`config.mk`:
```
export PLATFORM = sky130hd
export DESIGN_NAME = instruction_aligner
export DESIGN_NICKNAME = d
export VERILOG_FILES = /design/src/rtl/instruction_aligner_pkg.sv /design/src/rtl/instruction_aligner_halfword_queue.sv /design/src/rtl/instruction_aligner.sv
export SDC_FILE = /design/constraint.sdc
export NUM_CORES = 1
export LEC_CHECK = 0
export ABC_AREA = 0
export BUFFER_PORTS_ARGS = -buffer_cell sky130_fd_sc_hd__buf_2
export CELL_PAD_IN_SITES_DETAIL_PLACEMENT = 2
export CELL_PAD_IN_SITES_GLOBAL_PLACEMENT = 2
export CORE_MARGIN = 3
export CORE_UTILIZATION = 39
export CTS_BUF_LIST = sky130_fd_sc_hd__clkbuf_2
export CTS_CLUSTER_DIAMETER = 30
export DETAILED_ROUTE_END_ITERATION = 8
export GPL_TIMING_DRIVEN = 0
export PLACE_DENSITY_LB_ADDON = 0.08
export SYNTH_ARGS = -nofsm -noshare
export SYNTH_HDL_FRONTEND = slang
export SYNTH_SLANG_ARGS = --single-unit
```
`constraint.sdc`:
```
create_clock -name clk -period 7.3 [get_ports clk]
set_input_delay 0.73 -clock clk [delete_from_list [all_inputs] [get_ports clk]]
set_output_delay 0.73 -clock clk [all_outputs]
set_load 0.03 [all_outputs]
```
`src/rtl/instruction_aligner_pkg.sv`:
```
// Shared types for the fetch-side instruction aligner: instruction/halfword
// containers, the fetch FSM encoding and the halfword queue geometry.
package instruction_aligner_pkg;

  typedef logic [31:0] instruction_type;
  typedef logic [15:0] halfword_type;

  typedef enum logic [1:0] {
    F_IDLE,
    F_WAIT,
    F_DROP
  } fetch_state_t;

  localparam int unsigned QUEUE_DEPTH = 4;

  // RV32C: any low-bit pattern other than 2'b11 marks a 16-bit instruction.
  function automatic logic is_compressed(input halfword_type hw);
    return hw[1:0] != 2'b11;
  endfunction

endpackage

```
`src/rtl/instruction_aligner_halfword_queue.sv`:
```
// 4-entry circular FIFO of halfwords; pushes and pops of 0, 1 or 2 entries
// per cycle, with the two oldest entries exposed for instruction decode.
module instruction_aligner_halfword_queue
  import instruction_aligner_pkg::*;
(
  input  logic         clk,
  input  logic         reset_n,
  input  logic         clear,
  input  logic [1:0]   push_n,
  input  halfword_type push_data0,
  input  halfword_type push_data1,
  input  logic [1:0]   pop_n,
  output halfword_type head0,
  output halfword_type head1,
  output logic [2:0]   count
);

  halfword_type entries [QUEUE_DEPTH];
  logic [1:0]   rd_ptr;
  logic [1:0]   wr_ptr;

  assign head0 = entries[rd_ptr];
  assign head1 = entries[rd_ptr + 2'd1];

  // Callers never push past capacity, so writes only land in free slots.
  always_ff @(posedge clk or negedge reset_n) begin
    if (!reset_n) begin
      rd_ptr <= 2'd0;
      wr_ptr <= 2'd0;
      count  <= 3'd0;
      for (int i = 0; i < QUEUE_DEPTH; i++) entries[i] <= '0;
    end else if (clear) begin
      rd_ptr <= 2'd0;
      wr_ptr <= 2'd0;
      count  <= 3'd0;
    end else begin
      if (push_n != 2'd0) entries[wr_ptr] <= push_data0;
      if (push_n == 2'd2) entries[wr_ptr + 2'd1] <= push_data1;
      wr_ptr <= wr_ptr + push_n;
      rd_ptr <= rd_ptr + pop_n;
      count  <= count + {1'b0, push_n} - {1'b0, pop_n};
    end
  end

endmodule

```
`src/rtl/instruction_aligner.sv`:
```
// Fetch-side aligner: requests words from program memory, splits them into
// halfwords and hands whole 16/32-bit instructions with their PC downstream.
module instruction_aligner
  import instruction_aligner_pkg::*;
#(
  parameter logic [31:0] RESET_PC = 32'h0000_0000
) (
  input  logic            clk,
  input  logic            reset_n,
  input  logic            redirect,
  input  logic [31:0]     redirect_pc,
  output logic            mem_req,
  output logic [31:0]     mem_addr,
  input  logic            mem_valid,
  input  logic [31:0]     mem_rdata,
  output logic            out_valid,
  input  logic            out_ready,
  output instruction_type out_instr,
  output logic [31:0]     out_pc,
  output logic            out_is_compressed,
  output fetch_state_t    dbg_state,
  output logic [2:0]      dbg_count
);

  fetch_state_t state, state_next;
  logic [31:0]  fetch_addr;
  logic [31:0]  pc;
  logic         skip_half;
  logic         active;

  halfword_type head0, head1, push_data0, push_data1;
  logic [2:0]   count, count_after_pop, count_after;
  logic [1:0]   push_n, pop_n;
  logic         head_comp, instr_avail, fire, resp;

  instruction_aligner_halfword_queue u_queue (
    .clk        (clk),
    .reset_n    (reset_n),
    .clear      (redirect),
    .push_n     (push_n),
    .push_data0 (push_data0),
    .push_data1 (push_data1),
    .pop_n      (pop_n),
    .head0      (head0),
    .head1      (head1),
    .count      (count)
  );

  // Output handshake: an instruction transfers on a cycle where out_valid and
  // out_ready are both high; out_valid never depends on out_ready, and the
  // offered instruction and PC hold steady until that transfer happens.
  assign head_comp         = is_compressed(head0);
  assign instr_avail       = head_comp ? (count != 3'd0) : (count >= 3'd2);
  assign out_valid         = instr_avail && !redirect;
  assign out_is_compressed = instr_avail && head_comp;
  assign out_instr         = !instr_avail ? '0 :
                             head_comp ? {16'h0000, head0} : {head1, head0};
  assign out_pc            = pc;
  assign fire              = out_valid && out_ready;
  assign pop_n             = !fire ? 2'd0 : (head_comp ? 2'd1 : 2'd2);

  // A response in F_WAIT belongs to us; during a redirect it is discarded.
  assign resp            = (state == F_WAIT) && mem_valid;
  assign push_n          = (resp && !redirect) ? (skip_half ? 2'd1 : 2'd2) : 2'd0;
  assign push_data0      = skip_half ? mem_rdata[31:16] : mem_rdata[15:0];
  assign push_data1      = mem_rdata[31:16];
  assign count_after_pop = count - {1'b0, pop_n};
  assign count_after     = count_after_pop + {1'b0, push_n};

  // A back-to-back request goes out at the address after the word arriving now.
  assign mem_addr  = resp ? fetch_addr + 32'd4 : fetch_addr;
  assign dbg_state = state;
  assign dbg_count = count;

  always_comb begin
    state_next = state;
    mem_req    = 1'b0;
    if (redirect) begin
      case (state)
        F_WAIT:  state_next = mem_valid ? F_IDLE : F_DROP;
        F_DROP:  state_next = mem_valid ? F_IDLE : F_DROP;
        default: state_next = F_IDLE;
      endcase
    end else begin
      case (state)
        F_IDLE: begin
          if (active && count_after_pop <= 3'd2) begin
            mem_req    = 1'b1;
            state_next = F_WAIT;
          end
        end
        F_WAIT: begin
          if (mem_valid) begin
            if (count_after <= 3'd2) mem_req = 1'b1;
            else                     state_next = F_IDLE;
          end
        end
        F_DROP:  if (mem_valid) state_next = F_IDLE;
        default: state_next = F_IDLE;
      endcase
    end
  end

  // active keeps mem_req low while reset is held and for the release cycle.
  always_ff @(posedge clk or negedge reset_n) begin
    if (!reset_n) begin
      state      <= F_IDLE;
      fetch_addr <= RESET_PC & ~32'h3;
      pc         <= RESET_PC & ~32'h1;
      skip_half  <= RESET_PC[1];
      active     <= 1'b0;
    end else begin
      state  <= state_next;
      active <= 1'b1;
      if (redirect) begin
        pc         <= redirect_pc & ~32'h1;
        fetch_addr <= redirect_pc & ~32'h3;
        skip_half  <= redirect_pc[1];
      end else begin
        if (fire) pc <= pc + (head_comp ? 32'd2 : 32'd4);
        if (resp) begin
          fetch_addr <= fetch_addr + 32'd4;
          skip_half  <= 1'b0;
        end
      end
    end
  end

endmodule

```
Word level (Yosys, flattened, before mapping)
Index checks and enable logic that the tools add are counted.
W data, S select, Z words.
{ "totals": {"regBits": 139, "latchBits": 0, "mem_bits_rw": 0, "rom_bits": 0, "in_bits": 69, "output_inout_bits": 104, "wordCells": 105, "memories": 0} }
{ "classes": {"addsub": 10, "n_mul": 0, "div": 0, "order_cmp": 9, "eq_ne": 8, "shift": 0, "n_mux": 46, "n_bitwise": 4, "n_reduce_logical": 16} }
{ "ops": {"columns": ["cell", "count"], "rows": [
  ["$mux W32", 6],
  ["$mux W64", 3],
  ["$bwmux W64", 2],
  ["$mux W16", 7],
  ["$bmux W16 S2", 2],
  ["$demux W16 S2", 2],
  ["$add A32 B3 Y32", 1],
  ["$add A32 B3 Y32 const B", 1],
  ["$mux W2", 13],
  ["$ge A3 B3 Y1 const B", 4],
  ["$ne A3 B3 Y1 const B", 4],
  ["$not A2 Y3", 4],
  ["$logic_and A1 B1 Y1", 8],
  ["$mux W1", 7],
  ["$add A3 B2 Y3", 2],
  ["$le A3 B2 Y1 const B", 2],
  ["$lt A3 B1 Y1 const B", 2],
  ["$mux W3", 2],
  ["$pmux W2 S3", 1],
  ["$reduce_bool A2 Y1", 3],
  ["$sub A3 B2 Y3", 2],
  ["$add A2 B1 Y2 const B", 2],
  ["$add A2 B2 Y2", 2],
  ["$eq A2 B2 Y1 const B", 2],
  ["other kinds (9)", 9]
]} }

Logic depth before layout (Yosys ltp)
{ "depth": {"ltp_word": 16, "ltp_mapped": 13, "ltp_nobuf": 12} }

Cells and area by module
A second synthesis with hierarchy kept.
{ "unflattened": {"cells_unflattened": 872, "area_unflattened_um2": 8619.5} }
{ "by_module_without_submodules": {"columns": ["mod", "instances", "cells_each", "area_per_inst_um2", "seq_area_each_um2"], "rows": [
  ["instruction_aligner", 1, 536, 4702.0, 1626.6],
  ["instruction_aligner_halfword_queue", 1, 336, 3917.5, 1776.7]
]} }

Least setup slack after synthesis
Ideal clock, no wire load.
{ "synth_timing": {"kind": "input port to output port", "startpoint": "input port redirect", "endpoint": "output port mem_req", "arrival_time_ns": 3.377, "required_ns": 6.570, "path_slack_ns": 3.193, "stages": 10, "n_path_buf": 1, "cell_sequence": "nand2b_1 -> nor2_1 -> clkbuf_1 -> nand2_1 -> fa_1 -> fa_1 -> xnor3_1 -> a21oi_1 -> nand3_1 -> o21ai_0"} }
{ "synth_via": {"elab_chain_cells": 11, "word_cells_on_any_way": 16, "cone_classes": "add/sub: 2; order compare: 2; mux: 7; reduce/logical: 5"} }
{ "synth_lines": {"columns": ["element", "line", "source"], "rows": [
  ["start, declared", "instruction_aligner.sv:10", "input logic redirect,"],
  ["$logic_not A1 Y1", "instruction_aligner.sv:54, instruction_aligner.sv:64", null],
  ["$logic_and A1 B1 Y1", "instruction_aligner.sv:54", "assign out_valid = instr_avail && !redirect;"],
  ["$logic_and A1 B1 Y1", "instruction_aligner.sv:59", "assign fire = out_valid && out_ready;"],
  ["$mux W2", "instruction_aligner.sv:60", "assign pop_n = !fire ? 2'd0 : (head_comp ? 2'd1 : 2'd2);"],
  ["$sub A3 B2 Y3", "instruction_aligner.sv:67", "assign count_after_pop = count - {1'b0, pop_n};"],
  ["$add A3 B2 Y3", "instruction_aligner.sv:68", "assign count_after = count_after_pop + {1'b0, push_n};"],
  ["$le A3 B2 Y1", "instruction_aligner.sv:94", "if (count_after <= 3'd2) mem_req = 1'b1;"],
  ["$mux W1", "instruction_aligner.sv:94", null],
  ["$mux W1", "instruction_aligner.sv:93", "if (mem_valid) begin"],
  ["$pmux W1 S2", "instruction_aligner.sv:85", "case (state)"],
  ["$mux W1 *", "instruction_aligner.sv:78", "if (redirect) begin"],
  ["end, declared", "instruction_aligner.sv:12", "output logic mem_req,"]
]} }
Mark *: on every way between the ends. The rest lies on a longest branch, timed or not.

Worst setup path after layout
{ "layout_timing": {"startpoint": "register u_queue.rd_ptr[1]", "endpoint": "output port mem_req"} }
{ "layout_via": {"elab_chain_cells": 16, "word_cells_on_any_way": 20, "cone_classes": "add/sub: 2; order compare: 2; eq/ne: 1; mux: 11; bitwise: 1; reduce/logical: 3"} }
{ "layout_lines": {"columns": ["element", "line", "source"], "rows": [
  ["start, declared", "instruction_aligner_halfword_queue.sv:19", "logic [1:0] rd_ptr;"],
  ["start signal, assigned", "instruction_aligner_halfword_queue.sv:40", "rd_ptr <= rd_ptr + pop_n;"],
  ["$not A2 Y3 (implied by the code) *", "instruction_aligner_halfword_queue.sv:22", "assign head0 = entries[rd_ptr];"],
  ["$bmux W16 S2 *", "instruction_aligner_halfword_queue.sv:22", null],
  ["$mux W16 (implied by the code) * (2 in series)", "instruction_aligner_halfword_queue.sv:22", null],
  ["$ne A2 B2 Y1 *", "instruction_aligner_pkg.sv:18", "return hw[1:0] != 2'b11;"],
  ["$mux W1", "instruction_aligner.sv:53", "assign instr_avail = head_comp ? (count != 3'd0) : (count >= 3'd2);"],
  ["$logic_and A1 B1 Y1", "instruction_aligner.sv:54", null],
  ["$logic_and A1 B1 Y1", "instruction_aligner.sv:59", null],
  ["$mux W2 *", "instruction_aligner.sv:60", null],
  ["$sub A3 B2 Y3 *", "instruction_aligner.sv:67", null],
  ["$add A3 B2 Y3", "instruction_aligner.sv:68", null],
  ["$le A3 B2 Y1", "instruction_aligner.sv:94", null],
  ["$mux W1", "instruction_aligner.sv:94", null],
  ["$mux W1", "instruction_aligner.sv:93", null],
  ["$pmux W1 S2 *", "instruction_aligner.sv:85", null],
  ["$mux W1 *", "instruction_aligner.sv:78", null]
]} }
Mark *: on every way between the ends. The rest lies on a longest branch, timed or not. The select of a mux whose other input is x is not followed.

==> results.py <==
metrics = {
    "run_status": {
        "status": "finished clean",
    },
    "worst_setup_path": {
        "slowest_delay_ns": 0.65,
        "r2r-end": "dbg_state[1]",
        "cp_top_family": "buffers and inverters",
        "path_class": "reg2out",
        "crit_path_end_kind": "output port",
        "rr_startpoint": "u_queue.rd_ptr[1]",
        "r2r_cells": 12,
        "crit_fanout": 11,
        "critical_path.startpoint_type": "register",
        "critPathBufInv": 3,
        "crit_slowest_cell": "clkbuf_1",
        "required_ns": 6.57,
        "r2r_slack_ns": 3.12,
        "path_cells": "clkbuf_1 -> mux4_2 -> and2_4 -> clkbuf_1 -> nand2_1 -> fa_1 -> fa_1 -> xnor3_1 -> a21oi_1 -> nand3_1 -> o21ai_0 -> buf_2",
        "cp.arrival_ns": 4.96,
    },
    "finish": {
        "drive_above_1_share_pct": 27.5,
        "nets": 1171,
        "regArea_um2": 3400,
        "layout-area-overhead-vs-synth_pct": 17.5,
        "diodes": 0,
        "fillerInstances": 2479,
        "multi_input_area_um2": 5110,
        "finish.utilization_pct": 47.3,
    },
    "sta": {
        "relSlewSlack_pct": 16.6,
        "worst_pin_slew_ns": 1.24,
        "clock_skew_ns": 0.0534,
        "setup_violations": 0,
        "fmax_mhz": 176,
        "slew_viol_final": 0,
        "hold_viol_final": 0,
        "fin_ws_ns": 1.61,
        "post-route-min-period_ns": 5.69,
        "min_period_over_period_pct": 78.0,
        "rsz0062_at_grt": "false",
        "final.setup.tns_ns": 0,
    },
    "cts": {
        "cts_root_buf": "clkbuf_2",
        "cts_tree": "built",
        "clockBufferDepth": 2,
        "worstSkewPairLatency_ns": 0.80,
        "numCtsBuffers": 17,
        "clk_pin_slew_ns": 0.28,
        "cts.sinks": 136,
        "htreeDepth": 4,
        "post_cts_resized": 0,
    },
    "pwr": {
        "p_leak_nw": 4.42,
        "comb_power_share_pct": 38.1,
        "power_density_nw_per_um2": 241,
        "switchingPower_mw": 1.05,
        "pwr-share-seq_pct": 38.0,
        "clockPowerShare_pct": 23.9,
        "internal_power_mw": 1.47,
        "p_sw_share_pct": 41.7,
        "peakVddDrop_uv": 88.9,
    },
    "grt": {
        "antenna_found_initial": 0,
        "grt_pass1_vias": 9531,
        "grtUsageTotal_pct": 30.4,
        "grt_pass1_wl_mm": 57.0,
        "grt_max_degree": 78,
        "gr-total-overflow": 0,
    },
    "floorplanning": {
        "rows": 54,
        "core_area_um2": 22100,
        "initial_core_util_pct": 40.3,
        "ioPinCount": 173,
        "die_area_um2": 24700,
        "fp.dieH_um": 157,
        "die_w_um": 157,
    },
    "worst_hold_path": {
        "min_to": "out_pc[26]",
        "hp-class": "in2reg",
        "whs_path_depth": 3,
        "hold_start": "redirect_pc[26]",
    },
    "yosys": {
        "syn_inst": 897,
        "synth_area_leader_cell": "dfrtp_1",
        "synth_cell_types": 63,
        "synth_edf_count": 0,
        "syn_avg_cell_area_um2": 9.92,
        "netlist_area_um2": 8900,
        "yosys_warnings": 0,
        "synth_commonest_cells": "dfrtp_1, o22ai_1, nand2_1",
        "yosys_most_used_dff": "dfrtp_1",
        "synthTopCellsByArea": "dfrtp_1, mux4_2, o22ai_1, mux2_2, xnor2_1",
        "synth_seq_area_share_pct": 38.3,
        "synthArstFlopShare_pct": 100,
        "netlist.area_leader.share_pct": 38.3,
        "synth.most_common_cell": "dfrtp_1",
        "ys_ff_latch": 136,
    },
    "job": {
        "max-cap-violations": 0,
    },
    "placement": {
        "post-place-ws_ns": 2.39,
        "io_buffer_count": 168,
        "place.gp.congestion": 0.894,
        "dpl.hpwl_mm": 27.1,
    },
    "detailed_routing": {
        "routedWlPerCell_um": 27.0,
        "drc": 0,
        "first_iter_violations": 597,
        "viasPerCell": 6.34,
        "wl_mm": 37.3,
        "ant_nets": 0,
        "dr.pass1.iters": 5,
        "vias": 8761,
    },
}
[layer usage]
metal,GRT usage [%],vias to the layer above,wire [um]
met2,53.2,362,18900
met4,11.0,0,1200
met3,6.21,88,2380
li1,-,3823,-
met5,0,-,0
met1,37.2,4488,14800
[power by group through the flow]
stage          Clock [mW]  Combinational [mW]  Sequential, mW
4_1_cts             0.611               0.962           0.954
3_5_place_dp            0               0.954           0.967
5_1_grt             0.646                1.04           0.971
3_3_place_gp            0               0.925           0.959
2_1_floorplan           0               0.593           0.983
6_report            0.603               0.960           0.958
[metrics by stage]
| stage | cells | hold WS [ns] | area (um^2) | power (mW) |
|---|---|---|---|---|
| floorplan | 899 | 0.434 | 8900 | 1.58 |
| global placement | 1347 | 0.549 | 10100 | 1.88 |
| detailed placement | 1348 | 0.564 | 10100 | 1.92 |
| CTS | 1381 | 0.0897 | 10500 | 2.53 |
| global route | 1381 | 0.0669 | 10500 | 2.66 |
| finish | 1381 | 0.149 | 10500 | 2.52 |
[layout by cell type (no fill, tap or decap), types with 5 or more instances in the layout]
master / n
buf_2: 172
dfrtp_1: 136
o22ai_1: 97
nand2_1: 71
clkbuf_1: 67
a21oi_1: 51
mux2_2: 47
xnor2_1: 34
mux4_2: 32
o22a_1: 32
and3_1: 31
nor2_1: 30
nand3_1: 27
a31oi_1: 25
clkbuf_2: 19
nor2b_1: 18
mux2i_1: 18
inv_1: 15
nand4_1: 15
o21ai_0: 11
o211ai_1: 10
xor2_1: 9
ha_1: 9
nand2b_1: 7
nor3_1: 7
and2_1: 7
o2111ai_1: 7
and4_1: 6
or4_1: 6
o31ai_1: 6
or3_1: 5
o311ai_0: 5
fa_1: 5
bufinv_16: 5
[worst max-delay path by stage]
stage                     depth (start not counted)         startpoint  endpoint
after global routing                             12  u_queue.rd_ptr[1]   mem_req
after global placement                           12           redirect   mem_req
final                                            12  u_queue.rd_ptr[1]   mem_req
after floorplan                                  10           redirect   mem_req
after CTS                                        12  u_queue.rd_ptr[1]   mem_req
after detailed placement                         12           redirect   mem_req
[sequential cells by signal (all words and copies together), names as in the netlist]
name / cells
u_queue.entries: 64
u_queue.wr_ptr: 2
active: 1
u_queue.count: 3
out_pc: 31
fetch_addr: 30
dbg_state: 2
u_queue.rd_ptr: 2
skip_half: 1
[worst reg2reg max path, stage by stage, from the launching register on]
cell	delay [ns]
dfrtp_1	0.38
clkbuf_1	0.32
mux4_2	0.35
and2_4	0.21
clkbuf_1	0.66
nand2_1	0.26
fa_1	0.57
fa_1	0.43
xnor3_1	0.34
a21oi_1	0.20
o2bb2ai_1	0.19
o2bb2ai_1	0.14
a31o_2	0.11
[cell type report]
type | instances | area share [%]
multi-input combinational | 668 | 48.9
sequential | 136 | 32.6
timing repair buffer | 170 | 8.46
tap | 280 | 3.35
buffer | 78 | 3.11
clock inverter | 13 | 2.08
clock buffer | 19 | 0.910
inverter | 17 | 0.658
[kinds of logic (layout without fill, tap and decap cells)]
logic type	Yosys count	after routing	synth area share [%]
other cells	2	4	0.0844
xor+xnor	44	44	4.49
buf+inv	95	297	4.43
mux	97	97	16.1
compound gates	270	270	20.3
simple gates	239	239	14.0
flops	136	136	38.3
fa+ha+maj	14	14	2.39
[what timing repair did]
action,CTS,global route
hold buffers,1,0
endpoints found under the hold margin,59,0
setup buffers,0,0
Note: power is estimated with default switching activity, not from simulation.
